$ cat src/rtl/ad_nios_counter_seq_ctrl.sv
// Sequencer and Nios register front-end for the lcell counter chain.
// Drives ena/sclr/sload, detects terminal count and raises a level IRQ.
module ad_nios_counter_seq_ctrl #(
    parameter int WIDTH      = 16,
    parameter int PRESCALE_W = 8
) (
    input  logic                 clk,
    input  logic                 reset_n,
    input  logic [2:0]           address,
    input  logic                 chipselect,
    input  logic                 write_n,
    input  logic [15:0]          writedata,
    output logic [15:0]          readdata,
    output logic                 irq,
    input  logic                 ext_trig,
    input  logic [WIDTH-1:0]     cnt_value,
    output logic                 cnt_ena,
    output logic                 cnt_sclr,
    output logic                 cnt_sload,
    output logic [WIDTH-1:0]     cnt_load_data,
    output logic                 tc_pulse
);

    // state  | meaning
    // IDLE   | chain stopped, clear accepted
    // ARMED  | waiting for synchronized ext_trig rising edge
    // LOAD   | one cycle: chain loaded from LOAD register
    // RUN    | prescaled ticks advance chain until terminal count
    typedef enum logic [1:0] {
        S_IDLE  = 2'd0,
        S_ARMED = 2'd1,
        S_LOAD  = 2'd2,
        S_RUN   = 2'd3
    } state_t;

    state_t state, next_state;

    logic                  ctrl_cont, ctrl_trig_en, ctrl_irq_en;
    logic                  status_tc;
    logic [WIDTH-1:0]      period_q, load_q;
    logic [PRESCALE_W-1:0] prescale_q, presc_cnt;
    logic                  trig_s1, trig_s2, trig_s3;
    logic                  sclr_q;
    logic [15:0]           rdata_mux;

    logic bus_wr, bus_rd, wr_ctrl, start_req, stop_req, clear_req, w1c_tc;
    logic trig_edge, tick, at_period;
    logic tc_nxt, irq_en_nxt;

    assign bus_wr    = chipselect & ~write_n;
    assign bus_rd    = chipselect & write_n;
    assign wr_ctrl   = bus_wr && (address == 3'd0);
    assign start_req = wr_ctrl & writedata[0];
    assign stop_req  = wr_ctrl & writedata[1];
    assign clear_req = wr_ctrl & writedata[5];
    assign w1c_tc    = bus_wr && (address == 3'd1) && writedata[0];

    assign trig_edge = trig_s2 & ~trig_s3;
    assign tick      = (state == S_RUN) && (presc_cnt == prescale_q);
    assign at_period = (cnt_value == period_q);

    always_ff @(posedge clk or negedge reset_n) begin
        if (!reset_n) begin
            state <= S_IDLE;
        end else begin
            state <= next_state;
        end
    end

    // A stop in the same write as start overrides it.
    always_comb begin
        next_state = state;
        case (state)
            S_IDLE:  next_state = S_IDLE;
            S_ARMED: if (trig_edge) next_state = S_LOAD;
            S_LOAD:  next_state = S_RUN;
            S_RUN:   if (tick && at_period && !ctrl_cont) next_state = S_IDLE;
            default: next_state = S_IDLE;
        endcase
        if (start_req) next_state = writedata[3] ? S_ARMED : S_LOAD;
        if (stop_req)  next_state = S_IDLE;
    end

    always_comb begin
        cnt_ena   = 1'b0;
        tc_pulse  = 1'b0;
        cnt_sload = 1'b0;
        case (state)
            S_LOAD: cnt_sload = 1'b1;
            S_RUN: begin
                cnt_ena   = tick & ~at_period;
                tc_pulse  = tick & at_period;
                cnt_sload = tick & at_period & ctrl_cont;
            end
            default: ;
        endcase
    end

    always_ff @(posedge clk or negedge reset_n) begin
        if (!reset_n) begin
            presc_cnt <= '0;
        end else if (state != S_RUN || tick) begin
            presc_cnt <= '0;
        end else begin
            presc_cnt <= presc_cnt + PRESCALE_W'(1);
        end
    end

    always_ff @(posedge clk or negedge reset_n) begin
        if (!reset_n) begin
            trig_s1 <= 1'b0;
            trig_s2 <= 1'b0;
            trig_s3 <= 1'b0;
        end else begin
            trig_s1 <= ext_trig;
            trig_s2 <= trig_s1;
            trig_s3 <= trig_s2;
        end
    end

    always_ff @(posedge clk or negedge reset_n) begin
        if (!reset_n) begin
            ctrl_cont    <= 1'b0;
            ctrl_trig_en <= 1'b0;
            ctrl_irq_en  <= 1'b0;
            period_q     <= '0;
            prescale_q   <= '0;
            load_q       <= '0;
        end else if (bus_wr) begin
            case (address)
                3'd0: begin
                    ctrl_cont    <= writedata[2];
                    ctrl_trig_en <= writedata[3];
                    ctrl_irq_en  <= writedata[4];
                end
                3'd2: period_q   <= writedata[WIDTH-1:0];
                3'd3: prescale_q <= writedata[PRESCALE_W-1:0];
                3'd4: load_q     <= writedata[WIDTH-1:0];
                default: ;
            endcase
        end
    end

    // Terminal-count set beats a simultaneous write-1-clear.
    assign tc_nxt     = tc_pulse | (status_tc & ~w1c_tc);
    assign irq_en_nxt = wr_ctrl ? writedata[4] : ctrl_irq_en;

    always_ff @(posedge clk or negedge reset_n) begin
        if (!reset_n) begin
            status_tc <= 1'b0;
            irq       <= 1'b0;
            sclr_q    <= 1'b0;
        end else begin
            status_tc <= tc_nxt;
            irq       <= tc_nxt & irq_en_nxt;
            sclr_q    <= clear_req && (state == S_IDLE) && (next_state == S_IDLE);
        end
    end

    assign cnt_sclr      = sclr_q;
    assign cnt_load_data = load_q;

    always_comb begin
        rdata_mux = '0;
        case (address)
            3'd0: rdata_mux = {11'b0, ctrl_irq_en, ctrl_trig_en, ctrl_cont, 2'b00};
            3'd1: rdata_mux = {13'b0, (state == S_ARMED), (state == S_RUN), status_tc};
            3'd2: rdata_mux = 16'(period_q);
            3'd3: rdata_mux = 16'(prescale_q);
            3'd4: rdata_mux = 16'(load_q);
            3'd5: rdata_mux = 16'(cnt_value);
            default: rdata_mux = '0;
        endcase
    end

    always_ff @(posedge clk or negedge reset_n) begin
        if (!reset_n) begin
            readdata <= '0;
        end else if (bus_rd) begin
            readdata <= rdata_mux;
        end
    end

endmodule

$ cat config.mk
export PLATFORM = sky130hd
export DESIGN_NAME = ad_nios_counter_seq_ctrl
export DESIGN_NICKNAME = d
export VERILOG_FILES = /design/src/rtl/ad_nios_counter_seq_ctrl.sv
export SDC_FILE = /design/constraint.sdc
export NUM_CORES = 1
export LEC_CHECK = 0
export CAP_MARGIN = 20
export CORE_ASPECT_RATIO = 0.9
export CORE_MARGIN = 4
export CORE_UTILIZATION = 51
export CTS_CLUSTER_SIZE = 16
export DETAILED_ROUTE_END_ITERATION = 12
export PLACE_DENSITY = 0.83
export SLEW_MARGIN = 40
export SYNTH_ARGS = -nofsm -noshare
export SYNTH_HDL_FRONTEND = slang
export SYNTH_SLANG_ARGS = --single-unit
$ cat constraint.sdc
create_clock -name clk -period 2.38 [get_ports clk]
set_clock_uncertainty 0.2 [all_clocks]
set_input_delay 0.595 -clock clk [delete_from_list [all_inputs] [get_ports clk]]
set_output_delay 0.595 -clock clk [all_outputs]
set_load 0.02 [all_outputs]
# Word level (Yosys, flattened, before mapping)
# Cells that the tools add are included.
# classes
mux	12
n_eq_ne	11
bitwise	16
n_reduce_logical	17
n_addsub	1
# ops
cell	count
$pmux W16 S6	1
$eq A16 B16 Y1	1
$and A1 B1 Y1	11
$mux W2	5
$add A8 B1 Y8 const B	1
$eq A8 B8 Y1	1
$logic_and A1 B1 Y1	8
$mux W8	1
$pmux W2 S4	1
$reduce_and A2 Y1	4
$eq A3 B2 Y1 const B	2
$eq A3 B3 Y1 const B	2
$eq A2 B2 Y1 const B	2
$logic_not A2 Y1	2
$not A1 Y1	4
$eq A3 B1 Y1 const B	1
$logic_not A3 Y1	1
$mux W1	3
$eq A2 B1 Y1 const B	1
$ne A2 B2 Y1 const B	1
$pmux W1 S2	1
$logic_not A1 Y1	1
$logic_or A1 B1 Y1	1
$or A1 B1 Y1	1
# word_totals
register_bits	75
output_inout_bits	37
in_bits	40
elab_cells	72

# Logic depth before layout (Yosys ltp)
# depth
ltp_word	10
mapped_depth	7
depth_no_buf	5

# Worst setup path after synthesis
# OpenSTA, ideal clock, no wires.
# synth_timing
path_type	input to output
start	in cnt_value[0]
end	out cnt_sload
cell_stages	4
path_slack_ps	-275
n_path_buf	0
arrival_time_ps	1860
cell_sequence	xor2_1 > nor4_1 > nand4_1 > o32ai_1
# synth_between
elab_chain_len	4
# synth_lines
item	line	text
from (decl)	16	input logic [WIDTH-1:0] cnt_value,
$eq A16 B16 Y1	60	assign at_period = (cnt_value == period_q);
$and A1 B1 Y1 (2 in a row)	93	cnt_sload = tick & at_period & ctrl_cont;
$pmux W1 S2	88	case (state)
to (decl)	19	output logic cnt_sload,
# No other way between the ends.

# Worst setup path in the final report
# layout_timing
start	in cnt_value[6]
end	out tc_pulse
# layout_between
elab_chain_len	3
# layout_lines
item	line	text
$eq A16 B16 Y1	60	
$and A1 B1 Y1	92	tc_pulse = tick & at_period;
$mux W1	88	
to (decl)	21	output logic tc_pulse
# No other way between the ends.

==> flow_summary.toml <==
[outcome]
outcome = "finished with violations"
violations = "negative setup slack"

[yosys]
syn-num-nets = 364
synth_edf_count = 0
synth_top_area_share = 0.506
yosys.area.top_type = "dfrtp_1"
yosys_warnings = 0
synthFlopType = "dfrtp_1"
ys_ff_latch = 75
synthesis.area_sq_um = 3710
syn_area_per_cell_sq_um = 11.5
syn_inst = 323
ys_seq_area_frac = 0.506
synthTopCellsByArea = "dfrtp_1 51%, mux2_2 11%, xor2_1 6.9%"
async_reset_ff_frac = 1.00
yosysUniqueCellTypes = 47

[global_route]
antenna_found_initial = 0
grt_pass1_wl_mm = 16.3
grt_pass1_vias = 3201
grt_start_max_net_pins = 37
grtUsageTotal = 0.244
overflow = 0

[layout]
final_cell_mix = "75 x dfrtp_1, 65 x buf_4, 56 x clkdlybuf4s50_1, 36 x mux2_2, 28 x xor2_1"
drive_above_1_share = 0.297
diodes = 0
finalNetCount = 504
final_common_cell = "dfrtp_1"
final_util = 0.740
syn2layout_area_growth_pct = 41.3
n_fill_cell = 473

[sta]
maxSlewViolCount = 0
finalSetupTns_ns = -1.55
rsz0062_at_grt = "yes"
worst_pin_slew_ns = 0.507
final_hold_viol_count = 0
layout_setup_ws_ns = -0.567
period_needed_ns = 2.95
slew_headroom = 0.662
finalCritPeriodShare = 1.24
setup_viol = 3
timing.fmax_ghz = 0.339

[floorplan]
die_w_um = 97.9
coreArea_sq_um = 7080
die_h_um = 88.9
ioPinCount = 77
dieArea_sq_um = 8700
num_rows = 29
start_util = 0.524

[clock_tree]
clockBufferDepth = 2
clock_latency_ns = 0.35
hold_buffers = 0
clk_pin_slew_worst_paths_ns = 0.07
cts_tree = "done"
htreeDepth = 3
cts-root-buf = "clkbuf_8"
cts_made_buffers = 9
numClockSinks = 75

[drt]
detail-route-antenna-nets = 0
avgViaCountPerCell = 5.55
drt-initial-drc-count = 183
wl_mm = 10.2
wl_per_cell_um = 18.1
drc = 0
via_count = 3111
drt_pass1_iterations = 4

[worst_setup_path]
crit_path_max_fanout = 2
r2r_end = "irq"
crit_required_ns = 1.58
startpoint_type = "primary input"
timing.rr.start = "period_q[12]"
path_class = "primary input to primary output"
crit_path_end_kind = "primary output"
cp.arrival_ns = 2.15
r2r_cells = 8
r2r_slack_ns = 0.21

[power_and_ir_drop]
p_per_area_nw_per_um2 = 773
ir_drop_mv = 0.447
p_leak_nw = 2.43

[min_path]
min_path_type = "primary input to async pin"

[placed_design]
port_buffers = 76
hpwlAfterDp_mm = 7.58
place.gp.congestion = 0.877

[job]
cap_violations = 0
==> worst max-delay path: stages <==
cell,delay [ns]
dlygate4sd2_1,0.27
xor2_1,0.18
nor4_2,0.29
nand4_1,0.17
buf_6,0.16
buf_12,0.12
nor3_4,0.21
buf_6,0.15
==> registers in the layout, summed over array words and instances (netlist names) <==
register / cells
irq: 1
trig_s2: 1
cnt_sclr: 1
cnt_load_data: 16
status_tc: 1
state: 2
prescale_q: 8
trig_s3: 1
trig_s1: 1
ctrl_cont: 1
period_q: 16
ctrl_trig_en: 1
ctrl_irq_en: 1
presc_cnt: 8
readdata: 16
==> cell usage after synthesis, types with 2 or more instances <==
master	number
dfrtp_1	75
nor2b_1	3
xor2_1	29
and3_1	3
o21ai_0	19
mux2_2	36
mux2i_1	12
nand3_1	9
a221oi_1	6
a22oi_1	2
nor2_1	19
nand4_1	2
nor2_2	2
nand2_1	25
a21oi_1	17
mux2_1	11
nor4_1	5
buf_6	2
buf_2	5
inv_1	6
buf_4	3
o31ai_1	2
clkbuf_1	4
a31oi_1	3
==> power by group <==
part / leakage, nW / switching (W) / internal [W] / total (W)
Clock: 0.0926 / 0.000467 / 0.000512 / 0.000979
Sequential: 0.939 / 0.000188 / 0.00153 / 0.00172
Combinational: 1.40 / 0.000638 / 0.000716 / 0.00135
Total: 2.43 / 0.00129 / 0.00276 / 0.00405
==> through the flow <==
stage	hold WS [ns]	total power [W]	worst slack, ns	cells	instance area (sq um)
3_3_place_gp	0.136	0.00300	-1.20	544	5020
3_5_place_dp	0.138	0.00307	-1.32	544	5020
6_report	0.00904	0.00405	-0.567	561	5240
2_1_floorplan	0.0994	0.00236	-0.00492	323	3730
5_1_grt	0.0387	0.00423	-0.648	561	5240
4_1_cts	0.0210	0.00404	-0.555	561	5230
==> layer usage <==
metal  wire (um)  up-vias  track usage
li1            -     1437            -
met1        4240     1525        0.310
met2        5000      121        0.406
met3         662       28       0.0528
met4         276        0        0.112
met5           0        -            0
==> how the worst max path moves through the flow <==
stage,cells past startpoint,start,slack (ns),to
after CTS,7,period_q[8],-0.55,cnt_sload
after detailed placement,7,cnt_value[0],-1.32,cnt_sload
after global routing,8,period_q[8],-0.65,tc_pulse
final,8,cnt_value[6],-0.57,tc_pulse
after global placement,7,cnt_value[0],-1.20,cnt_sload
after floorplan,4,cnt_value[5],-0.005,cnt_sload
==> logic make-up after synthesis <==
| group | Yosys count | synth area share |
|---|---|---|
| AO/OA/AOI/OAI | 59 | 0.0985 |
| XOR/XNOR | 30 | 0.0709 |
| multiplexers | 59 | 0.175 |
| AND/OR/NAND/NOR | 78 | 0.116 |
| adder cells (fa/ha/maj) | 1 | 0.00337 |
| flip-flops | 75 | 0.506 |
| buffers and inverters | 21 | 0.0300 |
==> repair_timing <==
action,4_1_cts,5_1_grt
pin swaps,11,11
endpoints found under the hold margin,0,0
setup buffers,1,0
gates resized for setup,43,10
endpoints found under the setup margin,3,3
==> final cells by class <==
type                    instances  area (sq um)  share of cell area
clock inverters                 4          50.0             0.00955
well taps                      93           116              0.0222
inverters                       7          26.3             0.00502
repair buffers                143          1260               0.241
flip-flops and latches         75          1880               0.358
clock buffers                  12           145              0.0277
multi-input cells             227          1760               0.336
No activity file was read; power rests on OpenSTA's default activity.
